File: src/rtl/alu_sched_pkg.sv
// rtl/alu_sched_pkg.sv - opcode, state encodings and ALU drive helpers for alu_scheduler
package alu_sched_pkg;

  typedef enum logic [1:0] {
    OP_ADD8 = 2'b00,
    OP_SUB8 = 2'b01,
    OP_MUL4 = 2'b10,
    OP_INC8 = 2'b11
  } op_t;

  typedef enum logic [1:0] {
    ST_IDLE = 2'b00,
    ST_LO   = 2'b01,
    ST_HI   = 2'b10,
    ST_RESP = 2'b11
  } state_t;

  // B operand for one nibble pass: subtract uses the inverted Y nibble, increment adds zero
  function automatic logic [3:0] alu_b_nib(op_t op, logic [3:0] y);
    case (op)
      OP_SUB8: return ~y;
      OP_INC8: return 4'h0;
      default: return y;
    endcase
  endfunction

  // carry-in of the low pass: +1 completes the two's complement for SUB, is the +1 for INC
  function automatic logic lo_cin(op_t op);
    return (op == OP_SUB8) || (op == OP_INC8);
  endfunction

endpackage

File: src/rtl/alu_scheduler_if.sv
// rtl/alu_scheduler_if.sv - request, ALU and response signal bundle of alu_scheduler
interface alu_scheduler_if;

  logic [1:0] req_valid;
  logic [1:0] req_ready;
  logic [1:0] req_op0;
  logic [1:0] req_op1;
  logic [7:0] req_x0;
  logic [7:0] req_y0;
  logic [7:0] req_x1;
  logic [7:0] req_y1;

  logic [3:0] alu_a;
  logic [3:0] alu_b;
  logic       alu_cin;
  logic [3:0] alu_out1;
  logic       alu_cout;
  logic [7:0] alu_out2;

  logic       rsp_valid;
  logic       rsp_ready;
  logic       rsp_id;
  logic [7:0] rsp_data;
  logic       rsp_carry;
  logic       busy;

  // requesters, ALU and response consumer
  modport master (
    output req_valid, req_op0, req_op1, req_x0, req_y0, req_x1, req_y1,
    output alu_out1, alu_cout, alu_out2, rsp_ready,
    input  req_ready, alu_a, alu_b, alu_cin,
    input  rsp_valid, rsp_id, rsp_data, rsp_carry, busy
  );

  // the scheduler itself
  modport slave (
    input  req_valid, req_op0, req_op1, req_x0, req_y0, req_x1, req_y1,
    input  alu_out1, alu_cout, alu_out2, rsp_ready,
    output req_ready, alu_a, alu_b, alu_cin,
    output rsp_valid, rsp_id, rsp_data, rsp_carry, busy
  );

endinterface

File: src/rtl/rr_arb2.sv
// rtl/rr_arb2.sv - two-requester round-robin arbiter
module rr_arb2 (
  input  logic [1:0] req,
  input  logic       last,
  input  logic       enable,
  output logic [1:0] grant
);

  // on a tie the requester not granted last time wins; a lone requester always wins
  always_comb begin
    grant = 2'b00;
    if (enable) begin
      if (req == 2'b11) grant = last ? 2'b01 : 2'b10;
      else              grant = req;
    end
  end

endmodule

File: src/rtl/alu_scheduler.sv
// rtl/alu_scheduler.sv - arbitrates two requesters onto the shared 4-bit ALU and sequences 8-bit ops
module alu_scheduler
  import alu_sched_pkg::*;
(
  input logic            clk,
  input logic            rst,
  alu_scheduler_if.slave bus
);

  state_t     state;
  op_t        op_q;
  logic [3:0] x_hi;
  logic [3:0] y_hi;
  logic       last;
  logic [1:0] grant;

  logic [3:0] alu_a_q;
  logic [3:0] alu_b_q;
  logic       alu_cin_q;
  logic       valid_q;
  logic       id_q;
  logic [7:0] data_q;
  logic       carry_q;
  logic       busy_q;

  op_t        sel_op;
  logic [7:0] sel_x;
  logic [7:0] sel_y;

  rr_arb2 u_arb (
    .req    (bus.req_valid),
    .last   (last),
    .enable ((state == ST_IDLE) && !rst),
    .grant  (grant)
  );

  // operands of whichever requester is granted this cycle
  always_comb begin
    sel_op = grant[1] ? op_t'(bus.req_op1) : op_t'(bus.req_op0);
    sel_x  = grant[1] ? bus.req_x1 : bus.req_x0;
    sel_y  = grant[1] ? bus.req_y1 : bus.req_y0;
  end

  // sequencer: the ALU drive for the next pass is registered one edge ahead so it is
  // stable for the whole LO/HI cycle; alu_cin_q doubles as the inter-pass carry register
  always_ff @(posedge clk) begin
    if (rst) begin
      state     <= ST_IDLE;
      op_q      <= OP_ADD8;
      x_hi      <= 4'h0;
      y_hi      <= 4'h0;
      last      <= 1'b1;
      alu_a_q   <= 4'h0;
      alu_b_q   <= 4'h0;
      alu_cin_q <= 1'b0;
      valid_q   <= 1'b0;
      id_q      <= 1'b0;
      data_q    <= 8'h00;
      carry_q   <= 1'b0;
      busy_q    <= 1'b0;
    end else begin
      case (state)
        ST_IDLE: begin
          if (|grant) begin
            op_q      <= sel_op;
            x_hi      <= sel_x[7:4];
            y_hi      <= sel_y[7:4];
            id_q      <= grant[1];
            last      <= grant[1];
            alu_a_q   <= sel_x[3:0];
            alu_b_q   <= alu_b_nib(sel_op, sel_y[3:0]);
            alu_cin_q <= lo_cin(sel_op);
            busy_q    <= 1'b1;
            state     <= ST_LO;
          end
        end
        ST_LO: begin
          if (op_q == OP_MUL4) begin
            data_q    <= bus.alu_out2;
            carry_q   <= 1'b0;
            valid_q   <= 1'b1;
            alu_a_q   <= 4'h0;
            alu_b_q   <= 4'h0;
            alu_cin_q <= 1'b0;
            state     <= ST_RESP;
          end else begin
            data_q[3:0] <= bus.alu_out1;
            alu_a_q     <= x_hi;
            alu_b_q     <= alu_b_nib(op_q, y_hi);
            alu_cin_q   <= bus.alu_cout;
            state       <= ST_HI;
          end
        end
        ST_HI: begin
          data_q[7:4] <= bus.alu_out1;
          carry_q     <= bus.alu_cout;
          valid_q     <= 1'b1;
          alu_a_q     <= 4'h0;
          alu_b_q     <= 4'h0;
          alu_cin_q   <= 1'b0;
          state       <= ST_RESP;
        end
        ST_RESP: begin
          if (bus.rsp_ready) begin
            valid_q <= 1'b0;
            busy_q  <= 1'b0;
            state   <= ST_IDLE;
          end
        end
        default: state <= ST_IDLE;
      endcase
    end
  end

  assign bus.req_ready = grant;
  assign bus.alu_a     = alu_a_q;
  assign bus.alu_b     = alu_b_q;
  assign bus.alu_cin   = alu_cin_q;
  assign bus.rsp_valid = valid_q;
  assign bus.rsp_id    = id_q;
  assign bus.rsp_data  = data_q;
  assign bus.rsp_carry = carry_q;
  assign bus.busy      = busy_q;

endmodule

File: src/flat_wrapper.sv
// flat-port wrapper written by rule: the top's interface ports become plain ports
module alu_scheduler_flat import alu_sched_pkg::*;
  (clk, rst, bus_req_valid, bus_req_op0, bus_req_op1, bus_req_x0, bus_req_y0, bus_req_x1, bus_req_y1, bus_alu_out1, bus_alu_cout, bus_alu_out2, bus_rsp_ready, bus_req_ready, bus_alu_a, bus_alu_b, bus_alu_cin, bus_rsp_valid, bus_rsp_id, bus_rsp_data, bus_rsp_carry, bus_busy);
  alu_scheduler_if bus_i ();
  input logic clk;
  input logic rst;
  input wire logic [$bits(bus_i.req_valid)-1:0] bus_req_valid;
  input wire logic [$bits(bus_i.req_op0)-1:0] bus_req_op0;
  input wire logic [$bits(bus_i.req_op1)-1:0] bus_req_op1;
  input wire logic [$bits(bus_i.req_x0)-1:0] bus_req_x0;
  input wire logic [$bits(bus_i.req_y0)-1:0] bus_req_y0;
  input wire logic [$bits(bus_i.req_x1)-1:0] bus_req_x1;
  input wire logic [$bits(bus_i.req_y1)-1:0] bus_req_y1;
  input wire logic [$bits(bus_i.alu_out1)-1:0] bus_alu_out1;
  input wire logic [$bits(bus_i.alu_cout)-1:0] bus_alu_cout;
  input wire logic [$bits(bus_i.alu_out2)-1:0] bus_alu_out2;
  input wire logic [$bits(bus_i.rsp_ready)-1:0] bus_rsp_ready;
  output wire logic [$bits(bus_i.req_ready)-1:0] bus_req_ready;
  output wire logic [$bits(bus_i.alu_a)-1:0] bus_alu_a;
  output wire logic [$bits(bus_i.alu_b)-1:0] bus_alu_b;
  output wire logic [$bits(bus_i.alu_cin)-1:0] bus_alu_cin;
  output wire logic [$bits(bus_i.rsp_valid)-1:0] bus_rsp_valid;
  output wire logic [$bits(bus_i.rsp_id)-1:0] bus_rsp_id;
  output wire logic [$bits(bus_i.rsp_data)-1:0] bus_rsp_data;
  output wire logic [$bits(bus_i.rsp_carry)-1:0] bus_rsp_carry;
  output wire logic [$bits(bus_i.busy)-1:0] bus_busy;
  assign bus_i.req_valid = bus_req_valid;
  assign bus_i.req_op0 = bus_req_op0;
  assign bus_i.req_op1 = bus_req_op1;
  assign bus_i.req_x0 = bus_req_x0;
  assign bus_i.req_y0 = bus_req_y0;
  assign bus_i.req_x1 = bus_req_x1;
  assign bus_i.req_y1 = bus_req_y1;
  assign bus_i.alu_out1 = bus_alu_out1;
  assign bus_i.alu_cout = bus_alu_cout;
  assign bus_i.alu_out2 = bus_alu_out2;
  assign bus_i.rsp_ready = bus_rsp_ready;
  assign bus_req_ready = bus_i.req_ready;
  assign bus_alu_a = bus_i.alu_a;
  assign bus_alu_b = bus_i.alu_b;
  assign bus_alu_cin = bus_i.alu_cin;
  assign bus_rsp_valid = bus_i.rsp_valid;
  assign bus_rsp_id = bus_i.rsp_id;
  assign bus_rsp_data = bus_i.rsp_data;
  assign bus_rsp_carry = bus_i.rsp_carry;
  assign bus_busy = bus_i.busy;
  alu_scheduler u_core (.clk(clk), .rst(rst), .bus(bus_i));
endmodule
File: config.mk
export PLATFORM = sky130hd
export DESIGN_NAME = alu_scheduler_flat
export DESIGN_NICKNAME = d
export VERILOG_FILES = /design/src/rtl/alu_sched_pkg.sv /design/src/rtl/alu_scheduler_if.sv /design/src/rtl/rr_arb2.sv /design/src/rtl/alu_scheduler.sv /design/src/flat_wrapper.sv
export SDC_FILE = /design/constraint.sdc
export NUM_CORES = 1
export LEC_CHECK = 0
export BUFFER_PORTS_ARGS = -buffer_cell sky130_fd_sc_hd__buf_2
export CORE_MARGIN = 3
export CORE_UTILIZATION = 42
export CTS_CLUSTER_DIAMETER = 80
export DETAILED_ROUTE_END_ITERATION = 10
export PLACE_DENSITY = 0.8
export SKIP_LAST_GASP = 1
export SYNTH_ARGS = -nofsm -noshare
export SYNTH_HDL_FRONTEND = slang
export SYNTH_SLANG_ARGS = --single-unit
File: constraint.sdc
create_clock -name clk -period 4.2 [get_ports clk]
set_input_delay 0.84 -clock clk [delete_from_list [all_inputs] [get_ports clk]]
set_output_delay 0.84 -clock clk [all_outputs]
set_load 0.02 [all_outputs]
# After elaboration in Yosys (flattened, before gate mapping)
# Index checks and enable logic that the tools add are counted.
# word_totals
out_inout_bits	23
latch_bits	0
reg_bits	34
input_bits	54
memories	0
mem_bits_ro	0
mem_bits_rw	0
# op_classes
shifts	0
mux	31
bitwise	2
mul	0
n_lt_le_gt_ge	0
eq_ne	12
n_div	0
addsub	0
reduce_logical	15
# ops
operator	n
4-bit two-way mux	6
4-bit case mux with 2 select lines	3
4-bit case mux with 3 select lines	2
8-bit two-way mux	2
2-bit equality test (second input constant)	6
2-bit two-way mux	6
4-bit NOT	2
2-bit case mux with 4 select lines	1
2-bit AND reduction	4
1-bit two-way mux	7
2-bit by 1-bit equality test with 1-bit output (second input constant)	3
1-bit case mux with 3 select lines	2
3-bit AND reduction	2
3-bit nonzero test	2
2-bit != test (second input constant)	2
1-bit case mux with 2 select lines	2
2-bit nonzero test	2
2-bit zero test	1
2-bit by 1-bit != test with 1-bit output (second input constant)	1
2-bit OR reduction	1
1-bit logical AND	1
1-bit zero test	1
1-bit logical OR	1

# Longest topological paths before layout
# depth
depth_word	8
ltp_mapped	7

# Hierarchy
# Synthesis repeated with hierarchy kept, for this count alone.
# hier_totals
hier_cells	214
hier_area_um2	1910.6
# by_module_without_submodules
module	area_each_um2	cells_per_inst	n_inst
alu_scheduler	1889.3	209	1
rr_arb2	21.3	5	1

# Least setup slack after synthesis
# No wires, ideal clock.
# synth_timing
path_type	input-to-output
startpoint	in rst
endpoint	out bus_req_ready[1]
slack_ns	1.745
arrival_time_ns	1.615
required_time_ns	3.360
path_buffers	1
cell_stages	4
cell_sequence	and2b_2 nand3_4 clkbuf_1 inv_1
# synth_via
elab_chain_cells	3
# synth_rtl
item	line_no	text
start, declared	flat_wrapper.sv:6	input logic rst;
1-bit zero test	alu_scheduler.sv:33	.enable ((state == ST_IDLE) && !rst),
1-bit logical AND	alu_scheduler.sv:33	
2-bit two-way mux	rr_arb2.sv:12	if (enable) begin
end, declared	flat_wrapper.sv:18	output wire logic [$bits(bus_i.req_ready)-1:0] bus_req_ready;
# No other way between the ends.

# Final worst setup path
# Ends and elaborated chain as after synthesis.

==> impl_metrics.csv <==
group,metric,value,unit
flow_run,maxCapViolCount,0,
place,gp_congestion,0.748,
grt,grt_pass1_vias,1633,
grt,gr-usage-all-layers,17.7,%
layout,finalInstanceArea,0.00236,sq mm
worst_setup_path,crit_type,"primary input to primary output",
die,core_area,0.00414,sq mm
worst_setup_path,cp.required,3360,ps
min_path,hp-class,"flop to flop",
layout,mostFrequentLayoutCell,"buf_2",
synthesis,syn_avg_cell_area,9.16,sq um
synthesis,synth_compound_area_share,17.2,%
synthesis,yosys.area_share.simple,15.5,%
synthesis,synth-main-ff-cell,"dfxtp_1",
synthesis,ys_types,34,
clock_tree,cts-root-buf,"clkbuf_8",
drt,detail-route-antenna-nets,0,
sta,slew_violations,0,
pwr,powerDensity,623,mW/mm^2
die,std_cell_rows,23,
worst_setup_path,critPathLaunchType,"primary input",
drt,drtIter0Drc,59,
drt,viasPerCell,5.14,
synthesis,synth_warnings,0,
sta,slew_headroom,46.9,%
clock_tree,clk_pin_slew,60,ps
place,placed_cell_area,0.00227,sq mm
die,die_h,72.7,microns
worst_setup_path,end_kind,"primary output",
synthesis,synthAdderAreaFrac,3.35,%
die,initial_core_util,45.1,%
synthesis,synth_nets,263,
drt,dr.pass1.iters,4,
layout,nets,335,
clock_tree,insertion_delay,290,ps
sta,worst_pin_slew,774,ps
synthesis,synth_seq_area_share,36.4,%
layout,drive_above_1_share,34.7,%
clock_tree,cts_tree,"built",
grt,antenna_found_initial,0,
place,dp.final_hpwl,3320,microns
synthesis,async_flop_share,0,%
layout,diodes,0,
synthesis,synth_edf_count,0,
drt,drc,0,
clock_tree,cts.path.max_buffers,2,
drt,wl_per_cell,13.3,microns
clock_tree,ctsHtreeMaxLevel,2,
worst_setup_path,ff2ff_setup_slack,1830,ps
place,port-buffer-count,76,
grt,grt_max_degree,30,
sta,setup_viol,0,
clock_tree,ctsResizeCount,0,
synthesis,synth_cells,204,
sta,rsz0062_at_grt,"no",
layout,syn_to_final_growth,26.3,%
sta,finClkSkew,9.85,ps
die,die_width,72.7,microns
sta,fin_crit_sh,64.3,%
synthesis,synth_top_family_by_area,"multiplexers",
sta,fmax,371,MHz
sta,fin_tns_setup,0,ps
sta,timing.final.crit_period,2700,ps
synthesis,muxShareOfSynthArea,21.1,%
sta,hold_viol_final,0,
layout,fillers,429,
clock_tree,clkSinkCount,34,
pwr,ir_drop,0.255,mV
synthesis,syn_area,0.00187,sq mm
worst_setup_path,crit_arrival,1860,ps
synthesis,synth-seq-cells,34,
drt,wl,4350,microns
die,die_area,0.00528,sq mm
drt,via_count,1682,
synthesis,yosys.area_share.xor_xnor,1.88,%
grt,grt_pass1_wl,7290,microns
clock_tree,cts_hold_buffers,0,
clock_tree,numCtsBuffers,5,
clock_tree,post_cts_buffers,0,
layout,most-common-layout-cells,"buf_2, dfxtp_1, mux2i_1, nor2_1, a211oi_1",
pwr,p_leak,1.16,nW
die,io_pins,77,
worst_setup_path,cp_max_fo,29,
status,status,"finished, final reports clean",
grt,grt.overflow.total,0,
## worst paths after layout
kind	startpoint	endpoint	cells past startpoint
worst max-delay path	rst	bus_req_ready[1]	5
worst min-delay path	u_core.bus.rsp_valid$_SDFFE_PP0P_	u_core.bus.rsp_valid$_SDFFE_PP0P_	2
worst max register to register	u_core.state[0]$_SDFFE_PP0P_	u_core.bus.alu_b[3]$_SDFFE_PP0P_	6
worst min register to register	u_core.bus.rsp_valid$_SDFFE_PP0P_	u_core.bus.rsp_valid$_SDFFE_PP0P_	2
## final cells by class
cell class / count / area, sq um / area share (%)
multi-input cells: 150 / 1100 / 46.8
flip-flops and latches: 34 / 681 / 28.8
repair buffers: 78 / 395 / 16.8
clock buffers: 7 / 86.3 / 3.66
well taps: 50 / 62.6 / 2.65
inverters: 7 / 26.3 / 1.11
clock inverters: 1 / 5.00 / 0.212
## power breakdown
part / internal [mW] / switching, mW / leakage, nW
clock network: 0.132 / 0.116 / 0.0482
logic: 0.297 / 0.426 / 0.832
registers: 0.434 / 0.0671 / 0.280
total: 0.862 / 0.609 / 1.16
## state kept, by name, summed over array words and instances, names as in the netlist
| register | flops |
|---|---|
| u_core.bus.alu_a | 4 |
| u_core.bus.rsp_valid | 1 |
| u_core.bus.alu_cin | 1 |
| u_core.bus.rsp_data | 8 |
| u_core.state | 2 |
| u_core.op_q | 2 |
| u_core.x_hi | 4 |
| u_core.bus.alu_b | 4 |
| u_core.bus.rsp_carry | 1 |
| u_core.bus.rsp_id | 1 |
| u_core.last | 1 |
| u_core.y_hi | 4 |
| u_core.bus.busy | 1 |
## critical path, stage by stage
cell	delay, ps
buf_2	410
and2b_2	320
nand3_4	90
inv_1	40
buf_2	150
## synth_stat cells (3+ instances only)
cell type	instances	area [sq um]
dfxtp_1	34	681
nand3b_1	5	37.5
ha_1	5	62.6
xnor2_1	4	35.0
a21oi_1	6	30.0
mux2i_1	30	300
nand3_1	5	25.0
clkbuf_1	8	30.0
o21ai_0	8	40.0
a221o_1	4	40.0
nand2b_1	3	18.8
buf_2	4	20.0
nand2_1	9	33.8
mux2_2	7	78.8
nor2b_1	3	18.8
a211oi_1	16	120
nor2_1	27	101
inv_1	7	26.3
a41oi_1	4	35.0
## cell families (layout without fill, tap and decap cells)
family / after synthesis / after routing
AO/OA/AOI/OAI: 45 / 45
XOR/XNOR: 4 / 4
adder cells (fa/ha/maj): 5 / 5
buffers and inverters: 20 / 93
flip-flops: 34 / 34
multiplexers: 38 / 38
AND/OR/NAND/NOR: 58 / 58
## metal layers
metal  global-route usage (%)  part of all wire, %  up-vias
met4                     6.76                  1.7        0
met3                     4.55                  5.9        7
met1                     21.4                   43      753
li1                         -                    -      877
met5                        0                    0        -
met2                     30.0                   49       45
## metrics by stage
stage               hold slack [ps]  util (%)  setup WS, ps  cells  total power, mW
floorplan                       478         -          1750    204             1.05
global placement                452      54.7          1460    319             1.22
detailed placement              462      54.7          1420    319             1.23
CTS                             470      56.9          1500    327             1.49
global route                    495      56.9          1420    327             1.59
finish                          463      56.9          1500    327             1.47
Note: power is estimated with default switching activity, not from simulation.
